### config.mk
export PLATFORM = sky130hd
export DESIGN_NAME = multi_alarm_clock
export DESIGN_NICKNAME = d
export VERILOG_FILES = /design/src/rtl/multi_alarm_clock.sv
export SDC_FILE = /design/constraint.sdc
export NUM_CORES = 1
export LEC_CHECK = 0
export ABC_AREA = 1
export BUFFER_PORTS_ARGS = -buffer_cell sky130_fd_sc_hd__buf_2
export CAP_MARGIN = 20
export CORE_MARGIN = 3
export CORE_UTILIZATION = 47
export CTS_BUF_LIST = sky130_fd_sc_hd__clkbuf_8
export CTS_CLUSTER_SIZE = 25
export DETAILED_ROUTE_END_ITERATION = 10
export PLACE_DENSITY_LB_ADDON = 0.08
export SYNTH_ARGS = -nofsm -noshare
export SYNTH_HDL_FRONTEND = slang
export SYNTH_SLANG_ARGS = --single-unit
export TNS_END_PERCENT = 50
### constraint.sdc
create_clock -name clk -period 6.35 [get_ports clk]
set_input_delay 0.3175 -clock clk [delete_from_list [all_inputs] [get_ports clk]]
set_output_delay 0.3175 -clock clk [all_outputs]
set_load 0.05 [all_outputs]
### src/rtl/multi_alarm_clock.sv
// -----------------------------------------------------------------------------
// multi_alarm_clock
//
// 24-hour timekeeping core with seconds resolution and NUM_ALARMS independent
// alarm channels. Each channel has its own ringing/snooze state machine.
//
// Build option:
//   ALARM_SNOOZE_EN  - when defined, snooze_btn moves ringing channels into a
//                      SNOOZED state that re-rings after SNOOZE_MINUTES. When
//                      undefined, snooze logic is not built, snooze_btn is
//                      ignored and alarm_snoozed is tied low.
//
// Ports:
//   clk, rst              - single clock, asynchronous active-high reset
//   load_time             - strobe: load new_hours/new_minutes, clear seconds
//   new_hours/new_minutes - time to load (clamped to 23/59)
//   alarm_wr              - strobe: write channel alarm_idx, force it to IDLE
//   alarm_idx             - channel to write
//   alarm_hours/minutes   - alarm time to write
//   alarm_en_in           - enable bit to write
//   snooze_btn, stop_btn  - debounced one-cycle pulses, act on all channels
//   seconds/minutes/hours - current time
//   minute_tick           - one-cycle pulse on each minute boundary
//   alarm_ringing         - per-channel ringing flag
//   alarm_snoozed         - per-channel snoozed flag
//   alarm_any             - OR of alarm_ringing
// -----------------------------------------------------------------------------
module multi_alarm_clock #(
    parameter int TICK_COUNT_MAX = 50000000,
    parameter int NUM_ALARMS     = 4,
    parameter int RING_MINUTES   = 1,
    parameter int SNOOZE_MINUTES = 5,
    localparam int IW = (NUM_ALARMS > 1) ? $clog2(NUM_ALARMS) : 1
) (
    input  logic                  clk,
    input  logic                  rst,
    input  logic                  load_time,
    input  logic [4:0]            new_hours,
    input  logic [5:0]            new_minutes,
    input  logic                  alarm_wr,
    input  logic [IW-1:0]         alarm_idx,
    input  logic [4:0]            alarm_hours,
    input  logic [5:0]            alarm_minutes,
    input  logic                  alarm_en_in,
    input  logic                  snooze_btn,
    input  logic                  stop_btn,
    output logic [5:0]            seconds,
    output logic [5:0]            minutes,
    output logic [4:0]            hours,
    output logic                  minute_tick,
    output logic [NUM_ALARMS-1:0] alarm_ringing,
    output logic [NUM_ALARMS-1:0] alarm_snoozed,
    output logic                  alarm_any
);

    localparam int              PW        = $clog2(TICK_COUNT_MAX);
    localparam logic [PW-1:0]   PS_LAST   = PW'(TICK_COUNT_MAX - 1);
    localparam logic [5:0]      RING_LAST = 6'(RING_MINUTES - 1);

`ifdef ALARM_SNOOZE_EN
    typedef enum logic [1:0] {ST_IDLE, ST_RINGING, ST_SNOOZED} state_t;
    localparam logic [5:0] SNZ_START = 6'(SNOOZE_MINUTES);
`else
    typedef enum logic {ST_IDLE, ST_RINGING} state_t;
`endif

    // Timekeeping state
    logic [PW-1:0] presc_q, presc_d;
    logic [5:0]    sec_q, sec_d;
    logic [5:0]    min_q, min_d;
    logic [4:0]    hr_q, hr_d;
    logic          tick_q;
    logic          min_evt;

    // Alarm channel state
    state_t     st_q      [NUM_ALARMS];
    state_t     st_d      [NUM_ALARMS];
    logic [4:0] alm_hr_q  [NUM_ALARMS];
    logic [4:0] alm_hr_d  [NUM_ALARMS];
    logic [5:0] alm_min_q [NUM_ALARMS];
    logic [5:0] alm_min_d [NUM_ALARMS];
    logic       alm_en_q  [NUM_ALARMS];
    logic       alm_en_d  [NUM_ALARMS];
    logic [5:0] ring_q    [NUM_ALARMS];
    logic [5:0] ring_d    [NUM_ALARMS];
`ifdef ALARM_SNOOZE_EN
    logic [5:0] snz_q     [NUM_ALARMS];
    logic [5:0] snz_d     [NUM_ALARMS];
`else
    logic       unused_snooze;
    assign unused_snooze = snooze_btn;
`endif

    // Time counters. min_evt is the minute boundary taken on this edge; the
    // alarm FSMs compare against the next-state time so ringing starts on
    // the same edge that minutes takes the matching value.
    always_comb begin
        presc_d = presc_q + PW'(1);
        sec_d   = sec_q;
        min_d   = min_q;
        hr_d    = hr_q;
        min_evt = 1'b0;
        if (load_time) begin
            // A load discards any coincident prescaler wrap.
            presc_d = '0;
            sec_d   = '0;
            hr_d    = (new_hours > 5'd23)   ? 5'd23 : new_hours;
            min_d   = (new_minutes > 6'd59) ? 6'd59 : new_minutes;
        end else if (presc_q == PS_LAST) begin
            presc_d = '0;
            if (sec_q == 6'd59) begin
                sec_d   = '0;
                min_evt = 1'b1;
                if (min_q == 6'd59) begin
                    min_d = '0;
                    hr_d  = (hr_q == 5'd23) ? 5'd0 : hr_q + 5'd1;
                end else begin
                    min_d = min_q + 6'd1;
                end
            end else begin
                sec_d = sec_q + 6'd1;
            end
        end
    end

    // Alarm channel FSMs; a write to a channel overrides its own transition.
    always_comb begin
        for (int i = 0; i < NUM_ALARMS; i++) begin
            st_d[i]      = st_q[i];
            alm_hr_d[i]  = alm_hr_q[i];
            alm_min_d[i] = alm_min_q[i];
            alm_en_d[i]  = alm_en_q[i];
            ring_d[i]    = ring_q[i];
`ifdef ALARM_SNOOZE_EN
            snz_d[i]     = snz_q[i];
`endif
            if (alarm_wr && (alarm_idx == IW'(i))) begin
                alm_hr_d[i]  = alarm_hours;
                alm_min_d[i] = alarm_minutes;
                alm_en_d[i]  = alarm_en_in;
                st_d[i]      = ST_IDLE;
            end else begin
                case (st_q[i])
                    ST_IDLE: begin
                        if (alm_en_q[i] && min_evt &&
                            (hr_d == alm_hr_q[i]) && (min_d == alm_min_q[i])) begin
                            st_d[i]   = ST_RINGING;
                            ring_d[i] = '0;
                        end
                    end
                    ST_RINGING: begin
                        if (stop_btn) begin
                            st_d[i] = ST_IDLE;
`ifdef ALARM_SNOOZE_EN
                        end else if (snooze_btn) begin
                            st_d[i]  = ST_SNOOZED;
                            snz_d[i] = SNZ_START;
`endif
                        end else if (min_evt) begin
                            if (ring_q[i] == RING_LAST) begin
                                st_d[i] = ST_IDLE;
                            end else begin
                                ring_d[i] = ring_q[i] + 6'd1;
                            end
                        end
                    end
`ifdef ALARM_SNOOZE_EN
                    ST_SNOOZED: begin
                        if (stop_btn) begin
                            st_d[i] = ST_IDLE;
                        end else if (min_evt) begin
                            if (snz_q[i] <= 6'd1) begin
                                st_d[i]   = ST_RINGING;
                                ring_d[i] = '0;
                            end else begin
                                snz_d[i] = snz_q[i] - 6'd1;
                            end
                        end
                    end
`endif
                    default: st_d[i] = ST_IDLE;
                endcase
            end
        end
    end

    always_ff @(posedge clk or posedge rst) begin
        if (rst) begin
            presc_q <= '0;
            sec_q   <= '0;
            min_q   <= '0;
            hr_q    <= '0;
            tick_q  <= 1'b0;
            for (int i = 0; i < NUM_ALARMS; i++) begin
                st_q[i]      <= ST_IDLE;
                alm_hr_q[i]  <= '0;
                alm_min_q[i] <= '0;
                alm_en_q[i]  <= 1'b0;
                ring_q[i]    <= '0;
`ifdef ALARM_SNOOZE_EN
                snz_q[i]     <= '0;
`endif
            end
        end else begin
            presc_q <= presc_d;
            sec_q   <= sec_d;
            min_q   <= min_d;
            hr_q    <= hr_d;
            tick_q  <= min_evt;
            for (int i = 0; i < NUM_ALARMS; i++) begin
                st_q[i]      <= st_d[i];
                alm_hr_q[i]  <= alm_hr_d[i];
                alm_min_q[i] <= alm_min_d[i];
                alm_en_q[i]  <= alm_en_d[i];
                ring_q[i]    <= ring_d[i];
`ifdef ALARM_SNOOZE_EN
                snz_q[i]     <= snz_d[i];
`endif
            end
        end
    end

    always_comb begin
        alarm_ringing = '0;
        alarm_snoozed = '0;
        for (int i = 0; i < NUM_ALARMS; i++) begin
            alarm_ringing[i] = (st_q[i] == ST_RINGING);
`ifdef ALARM_SNOOZE_EN
            alarm_snoozed[i] = (st_q[i] == ST_SNOOZED);
`endif
        end
    end

    assign seconds     = sec_q;
    assign minutes     = min_q;
    assign hours       = hr_q;
    assign minute_tick = tick_q;
    assign alarm_any   = |alarm_ringing;

endmodule
== Word-level counts from Yosys, hierarchy flattened ==
Index checks and enable logic that the tools add are counted.

* Flip-flop bits (word level): 120
* Input port bits: 31

* Add/sub/neg operators: 8
* Order comparisons: 2
* Equality and inequality tests: 31
* Multiplexer cells: 63
* Bitwise gates (word level): 8
* Reduce and logical (&&, ||, !) cells: 27

{| class="wikitable"
|+ Operators with widths
! cell !! count
|-
| 6-bit two-way mux || 24
|-
| 26-bit two-way mux || 2
|-
| 6-bit one-hot mux with 2 select lines || 4
|-
| 6-bit by 1-bit adder with 6-bit output (second input constant) || 6
|-
| 2-bit != test (second input constant) || 16
|-
| 5-bit two-way mux || 6
|-
| 26-bit by 1-bit adder with 26-bit output (second input constant) || 1
|-
| 26-bit equality test (second input constant) || 1
|-
| 6-bit equality test || 4
|-
| 6-bit logical NOT || 4
|-
| 1-bit two-way mux || 23
|-
| 5-bit equality test || 4
|-
| 5-bit AND reduction || 4
|-
| 1-bit logical AND || 16
|-
| 6-bit equality test (second input constant) || 2
|-
| 1-bit NOT || 8
|-
| 1-bit one-hot mux with 2 select lines || 4
|-
| 6-bit greater-than comparator (second input constant) || 1
|-
| 5-bit by 1-bit adder with 5-bit output (second input constant) || 1
|-
| 5-bit equality test (second input constant) || 1
|-
| 5-bit greater-than comparator (second input constant) || 1
|-
| 2-bit equality test (second input constant) || 2
|-
| 4-bit OR reduction || 1
|-
| 2-bit by 1-bit equality test with 1-bit output (second input constant) || 1
|-
| 2 further kinds || 2
|}

== Depth between registers and ports, before layout ==
* Word-level depth: 12
* Gate-level depth with buffers: 23
* Depth with buffers taken out: 23

== Least setup slack after synthesis ==
Ideal clock, no wire load.

* Kind: flip-flop to flip-flop
* Start point: register min_q[0] (netlist: minutes[0])
* End point: register ring_q[12] (netlist name)
* Arrival time: 2.530 ns
* Path slack: 3.701 ns
* Stages on the path, launching flop included: 18
* Clock period less this slack: 2.649 ns
* Cells stage by stage: dfrtp_1 > ha_1 > nand2_1 > nor2_2 > nand2_1 > nor2_1 > nand3_1 > nand2_1 > nand3_2 > nand2_4 > xor2_2 > nand3_1 > nor2_1 > nand2_1 > nand2_4 > nand3_4 > nand2_1 > nand2_1

* Word-level cells in the longest chain between the ends: 10

{| class="wikitable"
|+ Ends and longest elaborated chain
! element !! RTL line !! text
|-
| start: declaration || 70 || <nowiki>logic [5:0] min_q, min_d;</nowiki>
|-
| start signal: assignment || 207 || <nowiki>min_q <= min_d;</nowiki>
|-
| parallel branches: the longest is 7 deep, another holds 6-bit by 1-bit adder with 6-bit output || - ||
|-
| 1-bit logical AND * || 146 || <nowiki>(hr_d == alm_hr_q[i]) && (min_d == alm_min_q[i])) begin</nowiki>
|-
| 2-bit != test (no line) * || - ||
|-
| 5-bit AND reduction (no line) * || - ||
|-
| end signal: indexed assignment || 215 || <nowiki>ring_q[i] <= ring_d[i];</nowiki>
|-
| end: declaration || 84 || <nowiki>logic [5:0] ring_q [NUM_ALARMS];</nowiki>
|}

Mark *: on every way between the ends.
A chain may end at the register's enable or synchronous reset.

== Final worst setup path ==
* Start point: register min_q[0] (netlist: minutes[0])
* End point: register ring_q[15] (netlist name)

The elaborated chain is that of the path after synthesis.

==> results_dict.tcl <==
set metrics [dict create \
    power.leakage_nw 4.02 \
    drive_gt1_share_pct 14.1 \
    grt_pass1_vias 5673 \
    rows 44 \
    via_per_inst 5.07 \
    vias 6247 \
    yosysUniqueCellTypes 41 \
    relSlewSlack_pct 44.2 \
    internal_power_mw 1.34 \
    r2r-end "ring_q[15]" \
    cp.arrival_ps 3180 \
    switching_share_pct 29.4 \
    dr_wl_met3_um 673 \
    p_sw_mw 0.556 \
    min_period_over_period_pct 45.1 \
    worst_pin_slew_ps 835 \
    die-area_mm2 0.0170 \
    met1_length_mm 8.34 \
    setup_viol 0 \
    grt_usage_pct 21.1 \
    cts_resized 0 \
    fillers 1453 \
    synth_compound_area_share_pct 7.38 \
    avgSynthCellArea_um2 7.39 \
    post-route-util_pct 54.7 \
    hold_path_class "in2async" \
    crit_type "reg2reg" \
    synthAdderAreaFrac_pct 2.07 \
    synthXorXnorAreaFrac_pct 4.57 \
    flow.area_growth_from_synthesis_pct 11.8 \
    top_layer "met4" \
    htreeDepth 4 \
    powerDensity_mw_per_mm2 233 \
    synth.area.top_cells "dfrtp_1, nand2_1, inv_1" \
    dp_hpwl_mm 12.2 \
    crit_path_max_fanout 9 \
    power_mw 1.89 \
    fmax_mhz 349 \
    finalWirelength_mm 17.0 \
    nets 1080 \
    p_seq_share_pct 46.5 \
    insertion_delay_ps 440 \
    core_mm2 0.0148 \
    diodes 0 \
    r2r-start "minutes[0]" \
    fp.dieH_um 130 \
    tns_ps 0 \
    combPwrFrac_pct 16.1 \
    finalCriticalPeriod_ps 2860 \
    clock_sinks 120 \
    peakVddDrop_mv 0.234 \
    cts_tree "yes" \
    syn_area_mm2 0.00725 \
    r2r_cells 20 \
    cts_root_buffer "clkbuf_8" \
    synth_top_family_by_area "simple AND/OR/NAND/NOR gates" \
    clockPowerShare_pct 37.4 \
    antenna_found_initial 0 \
    initial_core_util_pct 49.0 \
    drc 0 \
    finalHoldViolCount 0 \
    synthDominantCellAreaShare_pct 41.4 \
    final_common_cell "nand2_1" \
    io_buffers 52 \
    postCtsSetupRepairBufs 0 \
    r2r_slack_ps 3490 \
    synthMuxAreaShare_pct 0 \
    ys_warn_count 0 \
    wl_per_cell_um 13.8 \
    path_clk_slew_ps 70 \
    final_cell_mix "nand2_1, dfrtp_1, inv_1, nor2_1, o21ai_0" \
    finClkSkew_ps 16.4 \
    cts_made_buffers 17 \
    maxSlewViolCount 0 \
    dr_wl_met2_mm 7.69 \
    yosys.area.top_type "dfrtp_1" \
    grt_max_degree 64 \
    hold_buffers 0 \
    rsz0062_at_grt "no" \
    postSynthCellCount 981 \
    die_w_um 130 \
    worstSetupStartpointType "register" \
    synth_edf_count 0 \
    ys_seq_elements 120 \
    gp_congestion 0.834 \
    cap_viol_max_count 0 \
    io-pin-count 58 \
    clock_path_buffers 2 \
    drt_iter0_drc 331 \
    synthArstFlopShare_pct 100 \
    end_kind "register" \
    status "finished, final reports clean" \
    drt_pre_antenna_iters 5 \
    ant_nets 0 \
    synth-simple-area-share_pct 36.5 \
    worst_ep_required_time_ps 6670 \
    synth_ff_type "dfrtp_1" \
    grt_remaining_overflow 0 \
    ys_seq_area_share_pct 41.4 \
    grt_pass1_wl_mm 28.1 \
]
[worst max-delay path: stages, from the launching register on]
cell	delay (ps)
dfrtp_1	490
ha_1	270
nand2_1	100
inv_1	70
nand3_2	180
nand2_1	110
nand2_1	50
o21ai_0	70
nand2_1	70
nand2_1	100
nand2_2	100
nand2_4	130
xnor2_1	70
nor2_1	120
nand3_1	110
nor2_1	140
nand2_1	150
nand2_4	150
nand3_4	110
nand2_1	90
nand2_1	50
[cell usage after synthesis (12+ instances only)]
cell and instances:
inv_1 113, nor3_1 20, ha_1 12, nand3_1 54
xnor2_1 15, dfrtp_1 120, o21ai_0 68, a21oi_1 20
nor2_1 110, nand2_2 15, clkbuf_1 15, nand4_1 36
xor2_1 21, nand2_1 265
[per-stage QoR]
step	instances	hold WS (ps)	worst slack [ps]	cell area (um^2)
6_report	1233	27.8	3490	8110
5_1_grt	1233	64.4	3110	8110
4_1_cts	1232	36.8	3490	8080
3_5_place_dp	1201	445	3480	7680
3_3_place_gp	1201	446	3430	7680
2_1_floorplan	984	425	2850	7260
[flip-flops by register name, indices dropped and copies added (netlist names)]
register	flops
alarm_ringing	4
alm_en_q	4
alm_hr_q	20
alm_min_q	24
hours	5
minute_tick	1
minutes	6
presc_q	26
ring_q	24
seconds	6
[worst max-delay path by stage]
stage	from	endpoint	slack (ps)	cells after the start
2_1_floorplan	rst	alarm_ringing[0]	2850	1
3_3_place_gp	load_time	ring_q[17]	3430	16
3_5_place_dp	load_time	ring_q[17]	3480	16
4_1_cts	minutes[0]	ring_q[18]	3490	20
5_1_grt	presc_q[0]	ring_q[17]	3110	19
6_report	minutes[0]	ring_q[15]	3490	20
[power groups by stage]
stage                     Clock [mW]  Combinational [mW]  Sequential (mW)
final                          0.708               0.305            0.879
after global routing           0.765               0.351            0.888
after CTS                      0.727               0.307            0.879
after detailed placement           0               0.306            0.893
after global placement             0               0.303            0.893
after floorplan                    0               0.213            0.904
[routing by layer]
metal | vias to the layer above | GRT usage (%)
li1 | 3250 | -
met1 | 2859 | 29.8
met2 | 111 | 32.0
met3 | 27 | 5.32
met4 | 0 | 6.54
met5 | - | 0
[final cells by class]
class	instances	area, um^2	area share [%]
Multi-Input combinational cell	718	3680	45.4
Sequential cell	120	3000	37.0
Inverter	122	467	5.76
Timing Repair Buffer	58	325	4.01
Clock buffer	19	262	3.23
Tap cell	184	230	2.84
Clock inverter	12	136	1.68
[cell families after synthesis]
group	after synthesis
xor gates and xnor gates	37
other	1
and+or+nand+nor	562
buffers and inverters	146
adders and majority gates	12
DFF	120
AOI/OAI and AO/OA	103
Note: power is estimated with default switching activity, not from simulation.
